$ cat config.mk
export PLATFORM = sky130hd
export DESIGN_NAME = wb_port_arbiter_flat
export DESIGN_NICKNAME = d
export VERILOG_FILES = /design/src/rtl/wb_port_arbiter_if.sv /design/src/rtl/wb_port_arbiter.sv /design/src/flat_wrapper.sv
export SDC_FILE = /design/constraint.sdc
export NUM_CORES = 1
export LEC_CHECK = 0
export CAP_MARGIN = 20
export CORE_ASPECT_RATIO = 1.2
export CORE_MARGIN = 1.5
export CORE_UTILIZATION = 46
export CTS_BUF_LIST = sky130_fd_sc_hd__clkbuf_2 sky130_fd_sc_hd__clkbuf_4 sky130_fd_sc_hd__clkbuf_8
export DETAILED_ROUTE_END_ITERATION = 12
export HOLD_SLACK_MARGIN = 0.02
export PLACE_DENSITY = 0.74
export SETUP_SLACK_MARGIN = 0.15
export SYNTH_ARGS = -nofsm -noshare
export SYNTH_HDL_FRONTEND = slang
export SYNTH_SLANG_ARGS = --single-unit
export TNS_END_PERCENT = 5
$ cat constraint.sdc
create_clock -name clk -period 2.6 [get_ports clk]
set_input_delay 0.39 -clock clk [delete_from_list [all_inputs] [get_ports clk]]
set_output_delay 0.39 -clock clk [all_outputs]
set_load 0.02 [all_outputs]
$ cat src/rtl/wb_port_arbiter_if.sv
// Register-file write-port bundle: pipeline writeback, LU result handshake, write port, busy map.
// No storage; latency and backpressure belong to the arbiter that uses it.
// LU side is valid/ready; the pipeline side has no backpressure.
interface wb_port_arbiter_if #(
    parameter int DATA_W = 32,
    parameter int ADDR_W = 5
);
    logic                   pipe_we;
    logic [ADDR_W-1:0]      pipe_waddr;
    logic [DATA_W-1:0]      pipe_wdata;
    logic                   lu_valid;
    logic                   lu_ready;
    logic [ADDR_W-1:0]      lu_waddr;
    logic [DATA_W-1:0]      lu_wdata;
    logic                   we;
    logic [ADDR_W-1:0]      waddr;
    logic [DATA_W-1:0]      wdata;
    logic [2**ADDR_W-1:0]   busy;

    modport master (
        output pipe_we, pipe_waddr, pipe_wdata,
        output lu_valid, lu_waddr, lu_wdata,
        input  lu_ready,
        input  we, waddr, wdata, busy
    );

    modport slave (
        input  pipe_we, pipe_waddr, pipe_wdata,
        input  lu_valid, lu_waddr, lu_wdata,
        output lu_ready,
        output we, waddr, wdata, busy
    );
endinterface

$ cat src/rtl/wb_port_arbiter.sv
// Shares one regfile write port between pipeline writeback and a FIFO of long-latency results.
// Latency: pipeline write 1 cycle; LU result at least 2 cycles after its handshake.
// Backpressure: lu_ready drops only when the FIFO is full; the pipeline is never stalled.
module wb_port_arbiter #(
    parameter int DATA_W     = 32,
    parameter int ADDR_W     = 5,
    parameter int FIFO_DEPTH = 2
) (
    input logic                 clk,
    input logic                 rst,
    wb_port_arbiter_if.slave    bus
);
    localparam int PTR_W = $clog2(FIFO_DEPTH);
    localparam int CNT_W = PTR_W + 1;
    localparam int NREG  = 2**ADDR_W;

    logic [FIFO_DEPTH-1:0]  ent_vld;
    logic [ADDR_W-1:0]      ent_addr [FIFO_DEPTH];
    logic [DATA_W-1:0]      ent_data [FIFO_DEPTH];
    logic [PTR_W-1:0]       rd_ptr;
    logic [PTR_W-1:0]       wr_ptr;
    logic [CNT_W-1:0]       count;

    logic                   we_q;
    logic [ADDR_W-1:0]      waddr_q;
    logic [DATA_W-1:0]      wdata_q;
    logic [NREG-1:0]        busy_map;

    logic pipe_live;
    logic lu_fire;
    logic push;
    logic push_vld;
    logic pop;

    assign pipe_live    = bus.pipe_we && (bus.pipe_waddr != '0);
    assign bus.lu_ready = rst && (count < CNT_W'(FIFO_DEPTH));
    assign lu_fire      = bus.lu_valid && bus.lu_ready;
    assign push         = lu_fire && (bus.lu_waddr != '0);
    // A same-cycle pipe write to the same register is younger, so the new entry lands already dead.
    assign push_vld     = !(pipe_live && (bus.lu_waddr == bus.pipe_waddr));
    assign pop          = !pipe_live && (count != '0);

    always_ff @(posedge clk or negedge rst) begin
        if (!rst) begin
            ent_vld <= '0;
            for (int i = 0; i < FIFO_DEPTH; i++) begin
                ent_addr[i] <= '0;
                ent_data[i] <= '0;
            end
            rd_ptr  <= '0;
            wr_ptr  <= '0;
            count   <= '0;
            we_q    <= 1'b0;
            waddr_q <= '0;
            wdata_q <= '0;
        end else begin
            for (int i = 0; i < FIFO_DEPTH; i++) begin
                if (pipe_live && (ent_addr[i] == bus.pipe_waddr)) begin
                    ent_vld[i] <= 1'b0;
                end
            end
            if (pop) begin
                ent_vld[rd_ptr] <= 1'b0;
                rd_ptr          <= rd_ptr + PTR_W'(1);
            end
            // push never targets the head slot while popping: lu_ready is low when full
            if (push) begin
                ent_vld[wr_ptr]  <= push_vld;
                ent_addr[wr_ptr] <= bus.lu_waddr;
                ent_data[wr_ptr] <= bus.lu_wdata;
                wr_ptr           <= wr_ptr + PTR_W'(1);
            end
            count <= count + CNT_W'(push) - CNT_W'(pop);

            if (pipe_live) begin
                we_q    <= 1'b1;
                waddr_q <= bus.pipe_waddr;
                wdata_q <= bus.pipe_wdata;
            end else if (pop && ent_vld[rd_ptr]) begin
                we_q    <= 1'b1;
                waddr_q <= ent_addr[rd_ptr];
                wdata_q <= ent_data[rd_ptr];
            end else begin
                we_q    <= 1'b0;
            end
        end
    end

    always_comb begin
        busy_map = '0;
        for (int i = 0; i < FIFO_DEPTH; i++) begin
            if (ent_vld[i]) begin
                busy_map[ent_addr[i]] = 1'b1;
            end
        end
    end

    assign bus.we    = we_q;
    assign bus.waddr = waddr_q;
    assign bus.wdata = wdata_q;
    assign bus.busy  = busy_map;
endmodule

$ cat src/flat_wrapper.sv
// flat-port wrapper written by rule: the top's interface ports become plain ports
module wb_port_arbiter_flat 
#(
    parameter int DATA_W     = 32,
    parameter int ADDR_W     = 5,
    parameter int FIFO_DEPTH = 2
)
  (clk, rst, bus_pipe_we, bus_pipe_waddr, bus_pipe_wdata, bus_lu_valid, bus_lu_waddr, bus_lu_wdata, bus_lu_ready, bus_we, bus_waddr, bus_wdata, bus_busy);
  wb_port_arbiter_if #(.DATA_W(DATA_W), .ADDR_W(ADDR_W)) bus_i ();
  input logic clk;
  input logic rst;
  input wire logic [$bits(bus_i.pipe_we)-1:0] bus_pipe_we;
  input wire logic [$bits(bus_i.pipe_waddr)-1:0] bus_pipe_waddr;
  input wire logic [$bits(bus_i.pipe_wdata)-1:0] bus_pipe_wdata;
  input wire logic [$bits(bus_i.lu_valid)-1:0] bus_lu_valid;
  input wire logic [$bits(bus_i.lu_waddr)-1:0] bus_lu_waddr;
  input wire logic [$bits(bus_i.lu_wdata)-1:0] bus_lu_wdata;
  output wire logic [$bits(bus_i.lu_ready)-1:0] bus_lu_ready;
  output wire logic [$bits(bus_i.we)-1:0] bus_we;
  output wire logic [$bits(bus_i.waddr)-1:0] bus_waddr;
  output wire logic [$bits(bus_i.wdata)-1:0] bus_wdata;
  output wire logic [$bits(bus_i.busy)-1:0] bus_busy;
  assign bus_i.pipe_we = bus_pipe_we;
  assign bus_i.pipe_waddr = bus_pipe_waddr;
  assign bus_i.pipe_wdata = bus_pipe_wdata;
  assign bus_i.lu_valid = bus_lu_valid;
  assign bus_i.lu_waddr = bus_lu_waddr;
  assign bus_i.lu_wdata = bus_lu_wdata;
  assign bus_lu_ready = bus_i.lu_ready;
  assign bus_we = bus_i.we;
  assign bus_waddr = bus_i.waddr;
  assign bus_wdata = bus_i.wdata;
  assign bus_busy = bus_i.busy;
  wb_port_arbiter #(.DATA_W(DATA_W), .ADDR_W(ADDR_W), .FIFO_DEPTH(FIFO_DEPTH)) u_core (.clk(clk), .rst(rst), .bus(bus_i));
endmodule
==> results by group, run 1 <==
Power
  – Final Power: 8.41 mW
  – Leakage power: 3.34 nW
  – Max rail drop VDD: 0.000489 V
  – P per Cell Area: 1060 nW/um2

Finish
  – Final nets: slightly above 700
  – Area Growth Syn to Fin: 35.6%
  – Fraction of layout cells with a size suffix above 1: 0.278
  – Fin cells: 808
  – Ant. Diodes: 0
  – Finished Cell Area: 7930 um2
  – Finished Core Util: 0.646

STA
  – Slew headroom: 0.361
  – # setup viols final: 0
  – Final period util: 0.940
  – Setup TNS: 0 ps
  – Clock Skews: 7.52 ps
  – Fin worst setup slack: 156 ps
  – Fmax: around 0.4 GHz
  – RSZ-0062 raised after global routing: true
  – Fin. Hold Viols: 0
  – Minimum clock period: 2440 ps
  – Hold Slack: 287 ps
  – Final Max Tran Viols: 0
  – Worst-Margin Slew: 957 ps

Logic synthesis
  – Synthesized Nets: roughly 570
  – Yosys warning total: 0
  – Post-Synthesis Cells: 487
  – Distinct cells, synth: 30
  – Avg Inst Size Synth: about 12 um2
  – Post-synthesis cell area: between 5000 and 6000 um2
  – Sequential-to-total area share from yosys stat: 0.505
  – #FFs+latches synth: 118

Clock tree
  – Setup bufs post-CTS: 0
  – H-tree levels: 4
  – Cts bufs inserted: 17
  – Clock tree sinks: 118
  – Clock transition at path regs: 70 ps
  – CTS Root Cell: clkbuf_8
  – CTS max path bufs: 2
  – CTS tree: yes
  – Skew-Pair Late Insertion Delay: 420 ps

Setup path
  – Crit path from: u_core.ent_addr[5]
  – Crit. End Element: output pin
  – Worst EP arrival: 2050 ps
  – Reg2Reg Depth: 5
  – CP Max Fanout: 8
  – Crit path kind: flop to output pin
  – Crit path launch type: flop
  – Worst R2R Start: u_core.ent_vld[1]
  – Worst Setup EP: bus_busy[12]
  – Worst endpoint required time: 2210 ps
  – Worst R2R Setup Slack: approximately 290 ps
  – Reg2reg end: u_core.bus.wdata[7]

Die
  – CORE AREA: ~12,000 um2
  – Cell Rows: 44
  – Die width: 106 um
  – Initial Util: 0.476
  – Die Ht: 127 um
  – DIE AREA: 13,400 um2
  – Io pins: 149

Routing
  – Routed WL per cell: about 17 um
  – DR DRC count: 0
  – Antenna-violating nets left: 0
  – Top Metal Used: met4
  – Met2 wire len: 7.28 mm
  – Starting DRT DRC Count: 252
  – Wirelength, routed: 13.8 mm
  – Met1 WL: 5.69 mm
  – Vias after detailed routing: 4,403
  – TritonRoute pass-1 iters: 4
  – Via density: 5.45
  – Routed met3 length: 691 um

Place
  – Pre-CTS setup slack: between 60 and 70 ps
  – Placer congestion estimate: 0.871
  – Placed cell areas: between 7000 and 8000 um2
  – IO buf count: 148
  – DPL Wire Length: 9.77 mm
  – Placed cell count: 776

Global route
  – Antenna violations before repair: 0
  – Largest net degree at the start of global routing: 71
  – First-pass GRT wire length: ~23 mm
  – Vias in the first global route: roughly 4,700
  – Gr usage total: 0.218
  – GRT overflow: 0

Status
  – Status: complete, no violations

Worst hold path
  – Worst min path class: input port to async pin

Job
  – Maxcap violations: 0
## how the worst min path moves through the flow
stage / startpoint / to / slack (ps)
after CTS: rst / u_core.bus.wdata[21] / 260
after detailed placement: rst / u_core.bus.wdata[21] / 190
after global placement: rst / u_core.bus.wdata[21] / 190
final: rst / u_core.bus.wdata[21] / 290
after floorplan: rst / u_core.bus.waddr[0] / 90
after global routing: rst / u_core.bus.wdata[21] / 270
## cells by family after synthesis
| logic type | after synthesis | share of synthesized area |
|---|---|---|
| multiplexers | 147 | 0.275 |
| flip-flops | 118 | 0.505 |
| AO/OA/AOI/OAI | 83 | 0.0843 |
| AND/OR/NAND/NOR | 77 | 0.0695 |
| buffers and inverters | 41 | 0.0334 |
| XOR/XNOR | 19 | 0.0285 |
| adder cells (fa/ha/maj) | 2 | 0.00428 |
## worst max-delay path, stage by stage (launching register included)
cell	delay, ps
dfrtp_1	460
or3b_2	610
o22ai_1	210
dlygate4sd2_1	360
## synth_stat cells (all sizes together)
cell,number,share of area
o2111ai,2,0.0051
buf,13,0.015
nand2,39,0.025
xnor2,12,0.018
o211ai,1,0.0013
o211a,1,0.0017
or4,2,0.0032
nor2b,1,0.0011
nor2,6,0.0064
inv,3,0.0019
nand3,8,0.0068
nand3b,9,0.012
o311ai,1,0.0015
clkbuf,25,0.016
or3b,6,0.0090
o21a,1,0.0013
or2,1,0.0011
mux2,110,0.21
o22ai,34,0.036
xor2,7,0.010
o21ai,42,0.036
mux2i,37,0.063
dfrtp,118,0.50
a31oi,1,0.0011
ha,2,0.0043
or3,2,0.0021
nor4,3,0.0032
## what timing repair did
| item | CTS | global route |
|---|---|---|
| endpoints found under the hold margin | 1 | 0 |
| hold buffers | 1 | 0 |
| endpoints found under the setup margin | 32 | 27 |
| resized for setup | 36 | 2 |
## flip-flops by register name, indices dropped and copies added, names as in the netlist
| signal | cells |
|---|---|
| u_core.bus.we | 1 |
| u_core.ent_data | 64 |
| u_core.ent_addr | 10 |
| u_core.wr_ptr | 1 |
| u_core.bus.wdata | 32 |
| u_core.bus.waddr | 5 |
| u_core.count | 2 |
| u_core.ent_vld | 2 |
| u_core.rd_ptr | 1 |
## cell usage in the layout (no fill, tap or decap), types with 15 or more instances in the layout
cell type        netlist  layout
clkdlybuf4s50_1        0     117
dfrtp_1              118     114
mux2_2               110     110
o21ai_0               42      42
nand2_1               39      39
mux2i_1               37      37
o22ai_1               34      34
dlygate4sd2_1          0      27
clkbuf_8               0      22
buf_4                  0      15
## area by class of cell
type	count	area, um2
Fill cell	974	4350
Sequential cell	118	2960
Multi-Input combinational cell	328	2730
Timing Repair Buffer	167	1640
Clock buffer	23	310
Tap cell	161	201
Clock inverter	8	72.6
Inverter	3	11.3
## power breakdown
| part | internal (mW) | total, mW | switching, mW | leakage [nW] |
|---|---|---|---|---|
| Combinational | 1.98 | 3.61 | 1.63 | 1.73 |
| Sequential | 2.65 | 3.24 | 0.583 | 1.42 |
| Clock | 0.881 | 1.56 | 0.684 | 0.193 |
| Total | 5.51 | 8.41 | 2.90 | 3.34 |
## per-layer routing
| metal | global-route usage | up-vias |
|---|---|---|
| met1 | 0.252 | 2188 |
| li1 | - | 2054 |
| met2 | 0.391 | 144 |
| met5 | 0 | - |
| met3 | 0.0606 | 17 |
| met4 | 0.0668 | 0 |
(Power assumes the default switching activity.)
==> run 2: changes to the inputs <==
PLACE_DENSITY = 0.79   (was 0.74)
==> results by group, run 2 (synthesis results as in run 1) <==
Status
  – Status: complete, no violations

Global route
  – First-pass GRT wire length: 22.9 mm
  – Largest net degree at the start of global routing: 72
  – GRT overflow: 0
  – Antenna violations before repair: 0
  – Gr usage total: 0.217
  – Vias in the first global route: 4,697

Clock tree
  – CTS max path bufs: 2
  – Clock transition at path regs: 70 ps
  – Setup bufs post-CTS: 0
  – Clock tree sinks: 118
  – CTS tree: yes
  – H-tree levels: 4
  – Cts bufs inserted: 17
  – Skew-Pair Late Insertion Delay: between 400 and 500 ps
  – CTS Root Cell: clkbuf_8

Die
  – Cell Rows: 44
  – Initial Util: 0.476
  – DIE AREA: 13,400 um2
  – CORE AREA: approximately 12,000 um2
  – Die Ht: 127 um
  – Die width: 106 um
  – Io pins: 149

Finish
  – Max reg flops: 64
  – Ant. Diodes: 0
  – Final nets: roughly 710
  – Fraction of layout cells with a size suffix above 1: 0.279
  – Seq. cell area: 2960 um2
  – Filler instances: 1,017
  – Multi-input gate area: 2730 um2
  – Finished Core Util: 0.639
  – Reg with most FFs: u_core.ent_data
  – Most common library cell in the layout ignoring fill and taps: clkdlybuf4s50_1
  – Area Growth Syn to Fin: 34.1%
  – Most frequent cells in the layout: 118 x clkdlybuf4s50_1, 113 x dfrtp_1, 110 x mux2_2

STA
  – Slew headroom: 0.396
  – Fin. Hold Viols: 0
  – Clock Skews: approximately 11 ps
  – Fmax: 0.414 GHz
  – Worst-Margin Slew: 903 ps
  – # setup viols final: 0
  – Final Max Tran Viols: 0
  – Final period util: 0.930
  – RSZ-0062 raised after global routing: true
  – Setup TNS: 0 ps
  – Minimum clock period: between 2000 and 2500 ps
  – Fin worst setup slack: 182 ps

Routing
  – Via density: roughly 5.4
  – DR DRC count: 0
  – Starting DRT DRC Count: 258
  – Routed WL per cell: 17.3 um
  – Top Metal Used: met4
  – Met2 wire len: around 7.4 mm
  – TritonRoute pass-1 iters: 4
  – Wirelength, routed: 14.0 mm
  – Vias after detailed routing: 4,370
  – Antenna-violating nets left: 0
  – Routed met3 length: 599 um
  – Met1 WL: 5.69 mm

Setup path
  – Worst endpoint required time: 2210 ps
  – Crit path launch type: flop
  – CP Max Fanout: 8
  – Reg2reg end: u_core.bus.wdata[2]
  – Crit path kind: flop to output pin
  – Reg2Reg Depth: 5
  – Slowest-stage cell, CP: clkdlybuf4s50_1
  – Worst R2R Start: u_core.ent_vld[1]
  – Crit path max-delay family: buffers and inverters
  – Worst R2R Setup Slack: 330 ps
  – CP Buf/Inv Count: 1
  – Worst path max stage delay: 630 ps
  – Crit. End Element: output pin
  – Worst EP arrival: 2030 ps
  – Critical path, cell by cell: nand3_1 > o22ai_1 > clkdlybuf4s50_1

Job
  – Maxcap violations: 0

Place
  – Pre-CTS setup slack: 47.3 ps
  – IO buf count: 148
  – Placer congestion estimate: a little over 0.9
  – DPL Wire Length: 10.0 mm

Power
  – P per Cell Area: 1060 nW/um2
  – Final Power: 8.31 mW
  – Leakage power: 3.29 nW
  – Max rail drop VDD: roughly 0.00054 V

Worst hold path
  – Worst min path class: input port to async pin
[run 2: where the power goes]
part | leakage, nW | internal [mW] | total (mW) | switching, mW
Sequential | 1.42 | 2.66 | 3.25 | 0.593
Combinational | 1.69 | 1.95 | 3.57 | 1.62
Clock | 0.179 | 0.793 | 1.49 | 0.697
[run 2: worst max-delay path by stage]
stage,from,endpoint,depth (start not counted)
after global placement,bus_pipe_waddr[3],u_core.count[1],9
after floorplan,bus_pipe_waddr[0],u_core.count[1],10
final,u_core.ent_addr[1],bus_busy[15],3
after CTS,u_core.ent_addr[6],bus_busy[20],3
after global routing,u_core.ent_addr[8],bus_busy[31],3
after detailed placement,bus_pipe_waddr[3],u_core.ent_vld[0],6
[run 2: per-layer routing]
layer / global-route usage / up-vias
li1: - / 2058
met1: 0.248 / 2157
met2: 0.392 / 130
met3: 0.0447 / 25
met4: 0.0938 / 0
met5: 0 / -
[run 2: cell type report]
class                   count  area share
clock buffers              20      0.0343
clock inverters            10      0.0105
inverters                   3     0.00144
multi-input cells         328       0.348
flip-flops and latches    118       0.377
well taps                 161      0.0257
repair buffers            166       0.203
[run 2: repair_timing]
| item | in CTS | in global routing |
|---|---|---|
| endpoints found under the setup margin | 32 | 13 |
| gates cloned | 0 | 0 |
| resized for setup | 37 | 1 |
| hold buffers | 0 | 0 |
| endpoints found under the hold margin | 0 | 0 |
| pin swaps | 0 | 0 |
[run 2: worst register-to-register path: cells and delay by family, from the launching register on]
kind            cells  cell delay [ps]
simple gates        1              710
compound gates      1              100
flops               1              460
mux                 2              420
buf+inv             1              430
[run 2: stage by stage]
| step | instance area (um2) | hold WS (ps) | std cells |
|---|---|---|---|
| after CTS | 7850 | 81.6 | 806 |
| after global placement | 7520 | 481 | 776 |
| after global routing | 7840 | 121 | 806 |
| after detailed placement | 7520 | 487 | 776 |
| after floorplan | 5850 | 94.4 | 487 |
| final | 7840 | 70.4 | 806 |
